`config.mk`:
```
export PLATFORM = sky130hd
export DESIGN_NAME = branch_resolver
export DESIGN_NICKNAME = d
export VERILOG_FILES = /design/src/rtl/branch_resolver.sv
export SDC_FILE = /design/constraint.sdc
export NUM_CORES = 1
export LEC_CHECK = 0
export CAP_MARGIN = 25
export CORE_MARGIN = 2
export CORE_UTILIZATION = 28
export CTS_CLUSTER_DIAMETER = 150
export DETAILED_ROUTE_END_ITERATION = 7
export PLACE_DENSITY = 0.6
export SYNTH_ARGS = -nofsm -noshare
export SYNTH_HDL_FRONTEND = slang
export SYNTH_SLANG_ARGS = --single-unit
```
`constraint.sdc`:
```
create_clock -name clk -period 5.3 [get_ports clk]
set_input_delay 0.53 -clock clk [delete_from_list [all_inputs] [get_ports clk]]
set_output_delay 0.53 -clock clk [all_outputs]
set_load 0.01 [all_outputs]
```
`src/rtl/branch_resolver.sv`:
```
// Branch resolver: carries fetched branch/jump info through IF/ID -> ID/EX -> EX/MEM
// and redirects fetch from EX/MEM. Optional macro JUMP_EN enables unconditional j decode.
module branch_resolver #(
  parameter int         WIDTH  = 32,
  parameter logic [5:0] BEQ_OP = 6'h04,
  parameter logic [5:0] BNE_OP = 6'h05
`ifdef JUMP_EN
  ,
  parameter logic [5:0] J_OP   = 6'h02
`endif
) (
  input  logic             clk,
  input  logic             reset,
  input  logic [WIDTH-1:0] pc_next_in,
  input  logic [31:0]      instr_in,
  input  logic [WIDTH-1:0] rs_data,
  input  logic [WIDTH-1:0] rt_data,
  output logic [4:0]       rs_addr,
  output logic [4:0]       rt_addr,
  output logic [WIDTH-1:0] pc_branch,
  output logic             pc_source,
  output logic             flush
);

  logic             ifid_valid_q, ifid_valid_d;
  logic [WIDTH-1:0] ifid_pc_q, ifid_pc_d;
  logic [31:0]      ifid_instr_q, ifid_instr_d;

  logic             idex_valid_q, idex_valid_d;
  logic             idex_is_beq_q, idex_is_beq_d;
  logic             idex_is_bne_q, idex_is_bne_d;
  logic             idex_eq_q, idex_eq_d;
  logic [WIDTH-1:0] idex_target_q, idex_target_d;
`ifdef JUMP_EN
  logic             idex_is_j_q, idex_is_j_d;
`endif

  logic             exmem_taken_q, exmem_taken_d;
  logic [WIDTH-1:0] pc_branch_q, pc_branch_d;

  logic [5:0]       opcode;
  logic [15:0]      imm;
  logic [WIDTH-1:0] br_offset;
  logic             taken_cond;

  assign rs_addr   = ifid_instr_q[25:21];
  assign rt_addr   = ifid_instr_q[20:16];
  assign pc_branch = pc_branch_q;
  assign pc_source = exmem_taken_q;
  assign flush     = exmem_taken_q;

  always_comb begin
    // A redirect in flight kills everything younger, including what is captured this edge.
    ifid_valid_d = ~exmem_taken_q;
    ifid_pc_d    = pc_next_in;
    ifid_instr_d = instr_in;

    opcode        = ifid_instr_q[31:26];
    imm           = ifid_instr_q[15:0];
    br_offset     = {{(WIDTH-18){imm[15]}}, imm, 2'b00};
    idex_is_beq_d = (opcode == BEQ_OP);
    idex_is_bne_d = (opcode == BNE_OP);
    idex_eq_d     = (rs_data == rt_data);
    idex_valid_d  = ifid_valid_q & ~exmem_taken_q;
    idex_target_d = ifid_pc_q + br_offset;
`ifdef JUMP_EN
    idex_is_j_d   = (opcode == J_OP);
    if (idex_is_j_d) begin
      idex_target_d = {ifid_pc_q[WIDTH-1:WIDTH-4], ifid_instr_q[25:0], 2'b00};
    end
`endif

    taken_cond = (idex_is_beq_q & idex_eq_q) | (idex_is_bne_q & ~idex_eq_q);
`ifdef JUMP_EN
    taken_cond = taken_cond | idex_is_j_q;
`endif
    exmem_taken_d = idex_valid_q & ~exmem_taken_q & taken_cond;
    pc_branch_d   = exmem_taken_d ? idex_target_q : pc_branch_q;
  end

  always_ff @(posedge clk or posedge reset) begin
    if (reset) begin
      ifid_valid_q  <= 1'b0;
      ifid_pc_q     <= '0;
      ifid_instr_q  <= '0;
      idex_valid_q  <= 1'b0;
      idex_is_beq_q <= 1'b0;
      idex_is_bne_q <= 1'b0;
      idex_eq_q     <= 1'b0;
      idex_target_q <= '0;
`ifdef JUMP_EN
      idex_is_j_q   <= 1'b0;
`endif
      exmem_taken_q <= 1'b0;
      pc_branch_q   <= '0;
    end else begin
      ifid_valid_q  <= ifid_valid_d;
      ifid_pc_q     <= ifid_pc_d;
      ifid_instr_q  <= ifid_instr_d;
      idex_valid_q  <= idex_valid_d;
      idex_is_beq_q <= idex_is_beq_d;
      idex_is_bne_q <= idex_is_bne_d;
      idex_eq_q     <= idex_eq_d;
      idex_target_q <= idex_target_d;
`ifdef JUMP_EN
      idex_is_j_q   <= idex_is_j_d;
`endif
      exmem_taken_q <= exmem_taken_d;
      pc_branch_q   <= pc_branch_d;
    end
  end

`ifndef SYNTHESIS
  // The redirect is a single-cycle pulse; the flush must always suppress a follow-on branch.
  pulse_single_cycle: assert property (@(posedge clk) disable iff (reset) pc_source |=> !pc_source);
`endif

endmodule

```
# == Yosys cells after proc, flatten, opt, wreduce, memory -nomap -nowiden ==
# Index checks and enable logic that the tools add are counted.
# classes
div,0
n_addsub,1
reduce_logical,0
eq_ne,3
n_lt_le_gt_ge,0
shift,0
bitwise_logic,8
multipliers,0
muxes,0
# op_table
cell,count
adder 32 bit,1
equality test 32 bit,1
"equality test 6 x 3 -> 1 bit, second input constant",2
bitwise AND 1 bit,5
NOT 1 bit,2
bitwise OR 1 bit,1
# totals
word_cells,22
latch_bits,0
mem_count,0
mem_bits_ro,0
ramBits,0
output_inout_bits,44
regBits,134

# == Depth between registers and ports, before layout ==
# Gate-level depths: netlist (run 1).
# logic_depth
ltp_word,4
depth_mapped,10
depth_no_buf,10

# == Worst setup path after synthesis (run 1) ==
# No wires, ideal clock.
# synth_path
path_kind,register to register
startpoint,register ifid_instr_q[15]
endpoint,register idex_target_q[31]
stages_incl_launch_ff,10
setup_ps,80
slack_ps,2922
arrival_ps,2298
cell_sequence,dfrtp_1 ha_1 buf_6 a2111o_1 a311oi_2 a211oi_1 o311ai_2 o211ai_2 o22ai_2 xnor2_1
# synth_via
elab_chain_len,1
# synth_rtl
item,line_no,text
"start, declared",27,"logic [31:0] ifid_instr_q, ifid_instr_d;"
"start signal, assigned",99,ifid_instr_q <= ifid_instr_d;
adder 32 bit,65,idex_target_d = ifid_pc_q + br_offset;
via idex_target_d[31],33,"logic [WIDTH-1:0] idex_target_q, idex_target_d;"
"end signal, assigned",104,idex_target_q <= idex_target_d;
"end, declared",33,
# The timed path passes the listed nets, and every way through them passes these cells.
# A chain may end at the register's enable or synchronous reset.

# == Worst setup path after layout (run 1) ==
# Same ends and word-level chain as after synthesis.

==> run_results.csv, run 1 <==
group,metric,value,unit
run_status,run_status,"completed",
logic_synthesis,synth_ff_type,"dfrtp_1",
logic_synthesis,synth_cells,459,
pwr,p_leak,3.62,nW
min_path,min_path_cells,0,
logic_synthesis,synth_nets,619,
sta,setup-violations-final,0,
clock_network,clk_pin_slew,0.06,ns
logic_synthesis,synth_top_area_share,57.3,%
place,portBuffers,173,
routing,routedWlPerCell,14.9,µm
global_route,grt_pass1_vias,4365,
clock_network,clock_path_buffers,2,
sta,hold_violations,0,
logic_synthesis,synth_xor_area_share,8.83,%
job,maxCapViolations,0,
logic_synthesis,synth_simple_gate_area_share,6.97,%
sta,max_freq,374,MHz
pwr,irDropWorstVdd,0.204,mV
sta,fin_crit_sh,50.4,%
global_route,antenna_found_initial,0,
sta,worst_hold_slack,0.358,ns
logic_synthesis,synth_compound_area_share,10.6,%
worst_setup_path,path_cells,"ha_1 > a2111o_1 > a311oi_2 > a211oi_1 > o311ai_2 > o211ai_2 > o22ai_2 > xnor2_1",
worst_setup_path,critPathLaunchType,"flip-flop",
place,place_congestion,0.780,
logic_synthesis,synth_edf_count,0,
sta,final_max_slew_viol_count,0,
clock_network,insertion_delay,0.41,ns
logic_synthesis,muxShareOfSynthArea,6.35,%
routing,first_pass_iters,4,
logic_synthesis,synth_warnings,0,
logic_synthesis,synth_top_family_by_area,"compound AO/OA/AOI/OAI gates",
die,initial_utilization,28.7,%
global_route,grt_overflow,0,
sta,grt_setup_unrepaired,"false",
die,pin_count,174,
global_route,grt_first_pass_wirelength,21900,µm
routing,route.detailed.drc,0,
worst_setup_path,end_kind,"flip-flop",
clock_network,root_buffer,"clkbuf_16",
clock_network,cts_tree,"built",
cells_and_area,fillCellCount,1925,
worst_setup_path,reg2reg_from,"ifid_instr_q[15]$_DFF_PP0_",
global_route,track_usage,12.9,%
worst_setup_path,r2r_slack,2.63,ns
die,core_area,20400,µm²
sta,slew-limit-headroom,50.1,%
clock_network,cts_hold_buffers,0,
logic_synthesis,ys_types,53,
routing,vias,4027,
worst_setup_path,r2r-end,"idex_target_q[31]$_DFF_PP0_",
sta,post-route-min-period,2.67,ns
place,hpwl,10600,µm
cells_and_area,area_growth,43.3,%
routing,wirelength,13600,µm
clock_network,numCtsBuffers,17,
worst_setup_path,endpoint,"idex_target_q[31]$_DFF_PP0_",
worst_setup_path,slowest_stage,"dfrtp_1",
die,dieArea,22100,µm²
min_path,min_from,"ifid_pc_q[1]$_DFF_PP0_",
die,rows,52,
routing,initialDrtViolationCount,202,
clock_network,h-tree-depth,4,
routing,postRouteAntennaNets,0,
clock_network,post_cts_buffers,0,
logic_synthesis,synth_area_leaders,"dfrtp_1 57%, xor2_1 6.6%, mux2_2 6.4%, ha_1 6.2%, a21oi_1 2.4%",
logic_synthesis,synth_area_per_cell,12.7,µm²
min_path,holdCritPathClass,"flip-flop to flip-flop",
clock_network,post_cts_resized,0,
worst_setup_path,crit_cells,8,
cells_and_area,antenna_cells,0,
logic_synthesis,yosysTopAreaCell,"dfrtp_1",
logic_synthesis,syn-cell-area,5850,µm²
worst_setup_path,cp.required,5.63,ns
worst_setup_path,crit_type,"flip-flop to flip-flop",
sta,fin_skew,0.00632,ns
worst_setup_path,cp_slowest_stage_delay,0.68,ns
cells_and_area,drive_gt1_share,11.5,%
worst_setup_path,r2r_cells,8,
die,die_y,149,µm
worst_setup_path,path_buf_inv,0,
global_route,grt_max_degree,87,
cells_and_area,final_nets,789,
pwr,p_per_area,358,nW/µm²
logic_synthesis,synthAdderAreaFrac,6.55,%
pwr,total_power,3.00,mW
logic_synthesis,async_flop_share,100,%
die,die_x,149,µm
routing,vias_per_cell,4.42,
worst_setup_path,crit_fanout,15,
clock_network,cts_sinks,134,
worst_setup_path,startpoint,"ifid_instr_q[15]$_DFF_PP0_",
sta,tightest_slew,0.749,ns
logic_synthesis,synth_seq_cells,134,
worst_setup_path,critPathTopFamily,"compound AO/OA/AOI/OAI gates",
sta,finalSetupTns,0,ns
logic_synthesis,ys_seq_area_share,57.3,%
worst_setup_path,critPathArrivalTime,3.01,ns
==> registers in the layout (all words and copies together), names as in the netlist <==
signal,cells
idex_is_beq_q,1
ifid_pc_q,32
ifid_instr_q,32
idex_valid_q,1
ifid_valid_q,1
idex_target_q,32
pc_branch,32
flush,1
idex_eq_q,1
idex_is_bne_q,1
==> logic make-up (layout without fill, tap and decap cells) <==
| logic type | Yosys count | count (layout) |
|---|---|---|
| AO/OA/AOI/OAI | 89 | 89 |
| XOR/XNOR | 59 | 59 |
| adder cells (fa/ha/maj) | 30 | 30 |
| buffers and inverters | 37 | 219 |
| flip-flops | 134 | 134 |
| multiplexers | 33 | 33 |
| AND/OR/NAND/NOR | 77 | 77 |
==> worst min-delay path by stage <==
stage | to | slack, ns
2_1_floorplan | idex_target_q[0]$_DFF_PP0_ | 0.33
3_3_place_gp | idex_target_q[1]$_DFF_PP0_ | 0.33
3_5_place_dp | idex_target_q[0]$_DFF_PP0_ | 0.35
4_1_cts | idex_target_q[0]$_DFF_PP0_ | 0.36
5_1_grt | idex_target_q[1]$_DFF_PP0_ | 0.36
6_report | idex_target_q[1]$_DFF_PP0_ | 0.36
==> through the flow <==
step | worst slack [ns] | util [%] | area, µm² | instances
after floorplan | 1.19 | - | 5850 | 459
after global placement | 2.68 | 38.3 | 7790 | 880
after detailed placement | 2.63 | 38.3 | 7790 | 880
after CTS | 2.61 | 41.2 | 8380 | 911
after global routing | 2.43 | 41.2 | 8380 | 911
final | 2.63 | 41.2 | 8380 | 911
==> synth_stat cells (all sizes together), types with 2 or more instances <==
cell / n
dfrtp: 134
xor2: 44
mux2: 33
ha: 29
a21oi: 28
nand2: 21
buf: 17
xnor2: 15
inv: 13
nor2: 13
o21ai: 13
a21o: 12
nand4: 9
nor4: 8
clkbuf: 7
a31oi: 5
a211oi: 4
and3: 4
nand3: 4
nor2b: 4
o211ai: 4
o21a: 4
and4: 3
nand2b: 3
nor3: 3
o22ai: 3
o31ai: 3
and2: 2
o31a: 2
==> layout make-up <==
| type | instances | area, µm² | share of cell area [%] |
|---|---|---|---|
| Sequential cell | 134 | 3350 | 40.0 |
| Multi-Input combinational cell | 288 | 2300 | 27.4 |
| Timing Repair Buffer | 175 | 1750 | 20.8 |
| Clock buffer | 22 | 464 | 5.54 |
| Tap cell | 270 | 338 | 4.03 |
| Clock inverter | 9 | 126 | 1.51 |
| Inverter | 13 | 53.8 | 0.642 |
==> cell usage in the layout (no fill, tap or decap), types with 13 or more instances in the layout <==
cell type	count
clkdlybuf4s50_1	173
dfrtp_1	134
xor2_1	44
mux2_2	33
ha_1	29
a21oi_1	28
nand2_1	21
clkbuf_16	17
xnor2_1	15
nor2_1	13
==> report_power, final <==
part           switching (mW)  internal, mW
logic                   0.258         0.344
clock network           0.411         0.759
registers              0.0618          1.16
total                   0.731          2.27
==> routing by layer <==
layer	up-vias	global-route usage, %	share of wire (%)
met5	-	0	0
met4	0	6.24	2.2
met3	19	3.65	7.8
met2	143	21.8	49
met1	1911	15.0	41
li1	1954	-	-
==> worst register-to-register path: stages (launching register included) <==
cell	delay, ns
dfrtp_1	0.68
ha_1	0.43
a2111o_1	0.48
a311oi_2	0.21
a211oi_1	0.11
o311ai_2	0.26
o211ai_2	0.15
o22ai_2	0.13
xnor2_1	0.13
Note: power is estimated with default switching activity, not from simulation.
==> run 2: changes to the inputs <==
- clock period: 5.3 -> 2.65 ns (I/O delays scaled with it)
==> run_results.csv, run 2 (synthesis gave the netlist of run 1 again) <==
group,metric,value,unit
cells_and_area,final_cell_mix,"173 x clkdlybuf4s50_1, 134 x dfrtp_1, 44 x xor2_1",
clock_network,clk_pin_slew,0.06,ns
worst_setup_path,path_cells,"ha_1 > inv_1 > fa_1 > nor2b_1 > o31a_1 > o31ai_2 > a211oi_4 > a41oi_1 > o21ai_1 > xor2_1",
sta,tightest_slew,0.514,ns
pwr,irDropWorstVdd,0.413,mV
routing,vias_per_cell,4.46,
routing,first_pass_iters,4,
sta,setup-violations-final,0,
worst_setup_path,cp.required,2.94,ns
sta,fin_crit_sh,92.8,%
routing,wirelength,13600,µm
sta,grt_setup_unrepaired,"false",
worst_setup_path,critPathArrivalTime,2.75,ns
worst_setup_path,crit_cells,10,
job,maxCapViolations,0,
clock_network,h-tree-depth,4,
sta,finalSetupTns,0,ns
worst_setup_path,reg2reg_from,"ifid_pc_q[2]$_DFF_PP0_",
clock_network,cts_sinks,134,
min_path,holdCritPathClass,"primary input to flip-flop",
worst_setup_path,critPathLaunchType,"flip-flop",
worst_setup_path,crit_fanout,4,
global_route,grt_use_met3,3.74,%
cells_and_area,area_growth,45.8,%
pwr,p_per_area,725,nW/µm²
die,die_x,149,µm
global_route,grt_first_pass_wirelength,22100,µm
place,dpl_cell_area,7880,µm²
run_status,run_status,"completed",
cells_and_area,stdcell_area,8530,µm²
global_route,gr-max-usage-layer,"met2",
cells_and_area,antenna_cells,0,
sta,fin_skew,0.00765,ns
cells_and_area,drive_gt1_share,13.5,%
worst_setup_path,end_kind,"flip-flop",
worst_setup_path,startpoint,"ifid_pc_q[2]$_DFF_PP0_",
die,dieArea,22100,µm²
clock_network,numCtsBuffers,17,
die,pin_count,174,
global_route,track_usage,12.9,%
worst_setup_path,endpoint,"idex_target_q[30]$_DFF_PP0_",
cells_and_area,fillCellCount,1893,
sta,slew-limit-headroom,65.7,%
worst_setup_path,path_buf_inv,1,
clock_network,post_cts_buffers,0,
routing,postRouteAntennaNets,0,
pwr,p_leak,3.68,nW
global_route,use_met2,22.0,%
clock_network,post_cts_resized,0,
worst_setup_path,slowest_stage,"dfrtp_1",
worst_setup_path,r2r-end,"idex_target_q[30]$_DFF_PP0_",
worst_setup_path,r2r_slack,0.19,ns
clock_network,cts_tree,"built",
global_route,grt_overflow,0,
cells_and_area,final_nets,797,
worst_setup_path,r2r_cells,10,
die,core_area,20400,µm²
sta,max_freq,407,MHz
die,rows,52,
die,die_y,149,µm
worst_setup_path,crit_type,"flip-flop to flip-flop",
worst_setup_path,cp_slowest_stage_delay,0.36,ns
global_route,grt_pass1_vias,4519,
routing,routedWlPerCell,14.8,µm
routing,vias,4101,
place,portBuffers,173,
clock_network,clock_path_buffers,2,
die,initial_utilization,28.7,%
sta,post-route-min-period,2.46,ns
routing,initialDrtViolationCount,176,
place,place_congestion,0.790,
sta,hold_violations,0,
global_route,grt_util_met1,15.0,%
place,hpwl,10500,µm
cells_and_area,layout_commonest_cell,"clkdlybuf4s50_1",
sta,final_max_slew_viol_count,0,
routing,route.detailed.drc,0,
global_route,grt_max_degree,96,
clock_network,cts_hold_buffers,0,
clock_network,insertion_delay,0.42,ns
global_route,antenna_found_initial,0,
worst_setup_path,critPathTopFamily,"compound AO/OA/AOI/OAI gates",
clock_network,root_buffer,"clkbuf_16",
==> run 2: cell types whose count changed in the layout (fill, tap and decap cells not counted), sizes merged <==
cell,before,now
buf,2,10
inv,13,12
clkinvlp,1,4
clkbuf,22,20
bufinv,3,4
==> run 2: routing by layer <==
metal,vias up,part of all wire [%]
met4,0,2.7
met2,150,49
met5,-,0
met1,1955,41
li1,1969,-
met3,27,7.1
==> run 2: how the worst min path moves through the flow <==
stage                                start                         end  cells past startpoint  slack [ns]
CTS                           instr_in[12]  ifid_instr_q[12]$_DFF_PP0_                      1        0.26
global placement    ifid_pc_q[1]$_DFF_PP0_  idex_target_q[1]$_DFF_PP0_                      0        0.34
finish                        instr_in[12]  ifid_instr_q[12]$_DFF_PP0_                      1        0.28
detailed placement  ifid_pc_q[0]$_DFF_PP0_  idex_target_q[0]$_DFF_PP0_                      0        0.34
global route                  instr_in[11]  ifid_instr_q[11]$_DFF_PP0_                      1        0.26
floorplan                      instr_in[0]   ifid_instr_q[0]$_DFF_PP0_                      0        0.30
==> run 2: final cells by class <==
cell class                 instances  area, µm²  share of cell area, %
multi-input combinational        288       2310                   27.1
clock inverter                    12        175                   2.05
clock buffer                      20        467                   5.47
sequential                       134       3350                   39.3
tap                              270        338                   3.96
timing repair buffer             183       1830                   21.5
inverter                          13       52.6                  0.616
==> run 2: where the power goes <==
part / switching (mW) / leakage (nW) / internal (mW)
sequential: 0.121 / 1.60 / 2.33
clock: 0.862 / 0.308 / 1.65
combinational: 0.521 / 1.77 / 0.701
total: 1.50 / 3.68 / 4.68
==> run 2: through the flow <==
stage	hold slack [ns]	power, mW	setup slack [ns]	utilization, %	std cells
final	0.280	6.18	0.192	41.9	920
after global routing	0.258	6.50	0.00878	41.9	920
after CTS	0.259	6.29	0.129	41.8	920
after detailed placement	0.338	3.73	0.179	38.7	888
after global placement	0.338	3.70	0.240	38.7	888
after floorplan	0.296	3.06	0.272	-	459
==> run 3: changes to the inputs <==
- MAX_ROUTING_LAYER: unset -> met4
==> run_results.csv, run 3 (synthesis gave the netlist of run 1 again) <==
group,metric,value,unit
routing,first_pass_iters,4,
die,rows,52,
worst_setup_path,endpoint,"idex_target_q[29]$_DFF_PP0_",
cells_and_area,final_cell_mix,"173 x clkdlybuf4s50_1, 134 x dfrtp_1, 44 x xor2_1",
clock_network,numCtsBuffers,17,
pwr,total_power,5.94,mW
worst_setup_path,crit_top_cell,"a21oi_1",
cells_and_area,drive_gt1_share,13.1,%
worst_setup_path,crit_cells,8,
pwr,irDropWorstVdd,0.359,mV
worst_setup_path,cp.required,2.94,ns
worst_setup_path,path_cells,"ha_1 > a21o_1 > a21oi_1 > a21oi_1 > nor3_1 > o31a_1 > o221ai_1 > xor2_1",
clock_network,cts_tree,"built",
cells_and_area,multi_input_area,2310,µm²
worst_setup_path,end_kind,"flip-flop",
global_route,antenna_found_initial,0,
global_route,grt_overflow,0,
place,hpwl,10500,µm
clock_network,insertion_delay,0.42,ns
routing,postRouteAntennaNets,0,
run_status,run_status,"completed",
routing,vias_per_cell,4.42,
cells_and_area,antenna_cells,0,
min_path,holdCritPathClass,"primary input to flip-flop",
clock_network,cts_hold_buffers,0,
cells_and_area,fillCellCount,1907,
routing,routedWlPerCell,14.9,µm
worst_setup_path,slowest_stage,"nor3_1",
worst_setup_path,cp_slowest_stage_delay,0.38,ns
clock_network,clk_pin_slew,0.06,ns
sta,fin_crit_sh,93.7,%
sta,post-route-min-period,2.48,ns
worst_setup_path,path_buf_inv,0,
cells_and_area,final_nets,798,
die,die_x,149,µm
sta,tightest_slew,0.519,ns
global_route,grt_first_pass_wirelength,22100,µm
routing,route.detailed.drc,0,
sta,slew-limit-headroom,65.4,%
sta,fin_skew,0.00829,ns
worst_setup_path,r2r-end,"idex_target_q[29]$_DFF_PP0_",
routing,initialDrtViolationCount,235,
die,dieArea,22100,µm²
worst_setup_path,r2r_slack,0.17,ns
worst_setup_path,critPathTopFamily,"compound AO/OA/AOI/OAI gates",
place,place_congestion,0.799,
cells_and_area,area_growth,44.6,%
clock_network,h-tree-depth,4,
sta,grt_setup_unrepaired,"false",
sta,worst_hold_slack,0.280,ns
sta,final_max_slew_viol_count,0,
die,core_area,20400,µm²
worst_setup_path,crit_type,"flip-flop to flip-flop",
pwr,p_per_area,702,nW/µm²
routing,vias,4069,
sta,hold_violations,0,
clock_network,root_buffer,"clkbuf_16",
die,pin_count,174,
job,maxCapViolations,0,
clock_network,cts_sinks,134,
global_route,grt_pass1_vias,4384,
worst_setup_path,r2r_cells,8,
worst_setup_path,startpoint,"ifid_pc_q[5]$_DFF_PP0_",
sta,finalSetupTns,0,ns
pwr,p_leak,3.65,nW
worst_setup_path,critPathLaunchType,"flip-flop",
worst_setup_path,reg2reg_from,"ifid_pc_q[5]$_DFF_PP0_",
routing,wirelength,13700,µm
worst_setup_path,critPathArrivalTime,2.78,ns
clock_network,clock_path_buffers,2,
place,portBuffers,173,
sta,setup-violations-final,0,
global_route,track_usage,13.4,%
cells_and_area,seqCellArea,3350,µm²
cells_and_area,layout_commonest_cell,"clkdlybuf4s50_1",
sta,max_freq,403,MHz
die,initial_utilization,28.7,%
worst_setup_path,crit_fanout,5,
die,die_y,149,µm
global_route,grt_max_degree,96,
-- run 3: cell count changes in the layout (fill, tap and decap cells not counted), sizes merged --
cell and change:
bufinv -2, clkbuf +2, buf +1, clkinv -1
-- run 3: routing by layer --
metal	vias to the layer above	wire (µm)	GRT usage [%]
met5	-	0	-
met4	0	276	5.24
met3	22	985	4.02
met2	148	6760	22.2
met1	1935	5720	15.2
li1	1964	-	-
-- run 3: cell type report --
type	instances	share of cell area, %
Sequential cell	134	39.6
Multi-Input combinational cell	288	27.3
Timing Repair Buffer	184	21.7
Clock buffer	22	5.49
Tap cell	270	3.99
Clock inverter	9	1.21
Inverter	13	0.621
-- run 3: worst min-delay path by stage --
stage,cells after the start,from,to,slack [ns]
after floorplan,0,instr_in[0],ifid_instr_q[0]$_DFF_PP0_,0.30
after global placement,0,ifid_pc_q[1]$_DFF_PP0_,idex_target_q[1]$_DFF_PP0_,0.34
after detailed placement,0,ifid_pc_q[0]$_DFF_PP0_,idex_target_q[0]$_DFF_PP0_,0.34
after CTS,1,pc_next_in[30],ifid_pc_q[30]$_DFF_PP0_,0.26
after global routing,1,pc_next_in[7],ifid_pc_q[7]$_DFF_PP0_,0.26
final,1,pc_next_in[30],ifid_pc_q[30]$_DFF_PP0_,0.28
-- run 3: where the power goes --
part / switching (mW) / internal [mW] / total [mW]
logic: 0.524 / 0.704 / 1.23
clock network: 0.841 / 1.42 / 2.26
registers: 0.117 / 2.33 / 2.45
total: 1.48 / 4.45 / 5.94
-- run 3: what timing repair did --
item | 4_1_cts | 5_1_grt
buffers inserted | 0 | 1
gates resized for setup | 0 | 2
setup endpoints to repair | 0 | 1
-- run 3: per-stage QoR --
stage | worst slack, ns | utilization [%] | std cells | instance area [µm²]
3_3_place_gp | 0.233 | 38.7 | 888 | 7880
4_1_cts | 0.155 | 41.5 | 919 | 8440
5_1_grt | 0.00806 | 41.5 | 920 | 8460
6_report | 0.166 | 41.5 | 920 | 8460
2_1_floorplan | 0.272 | - | 459 | 5850
3_5_place_dp | 0.180 | 38.7 | 888 | 7880
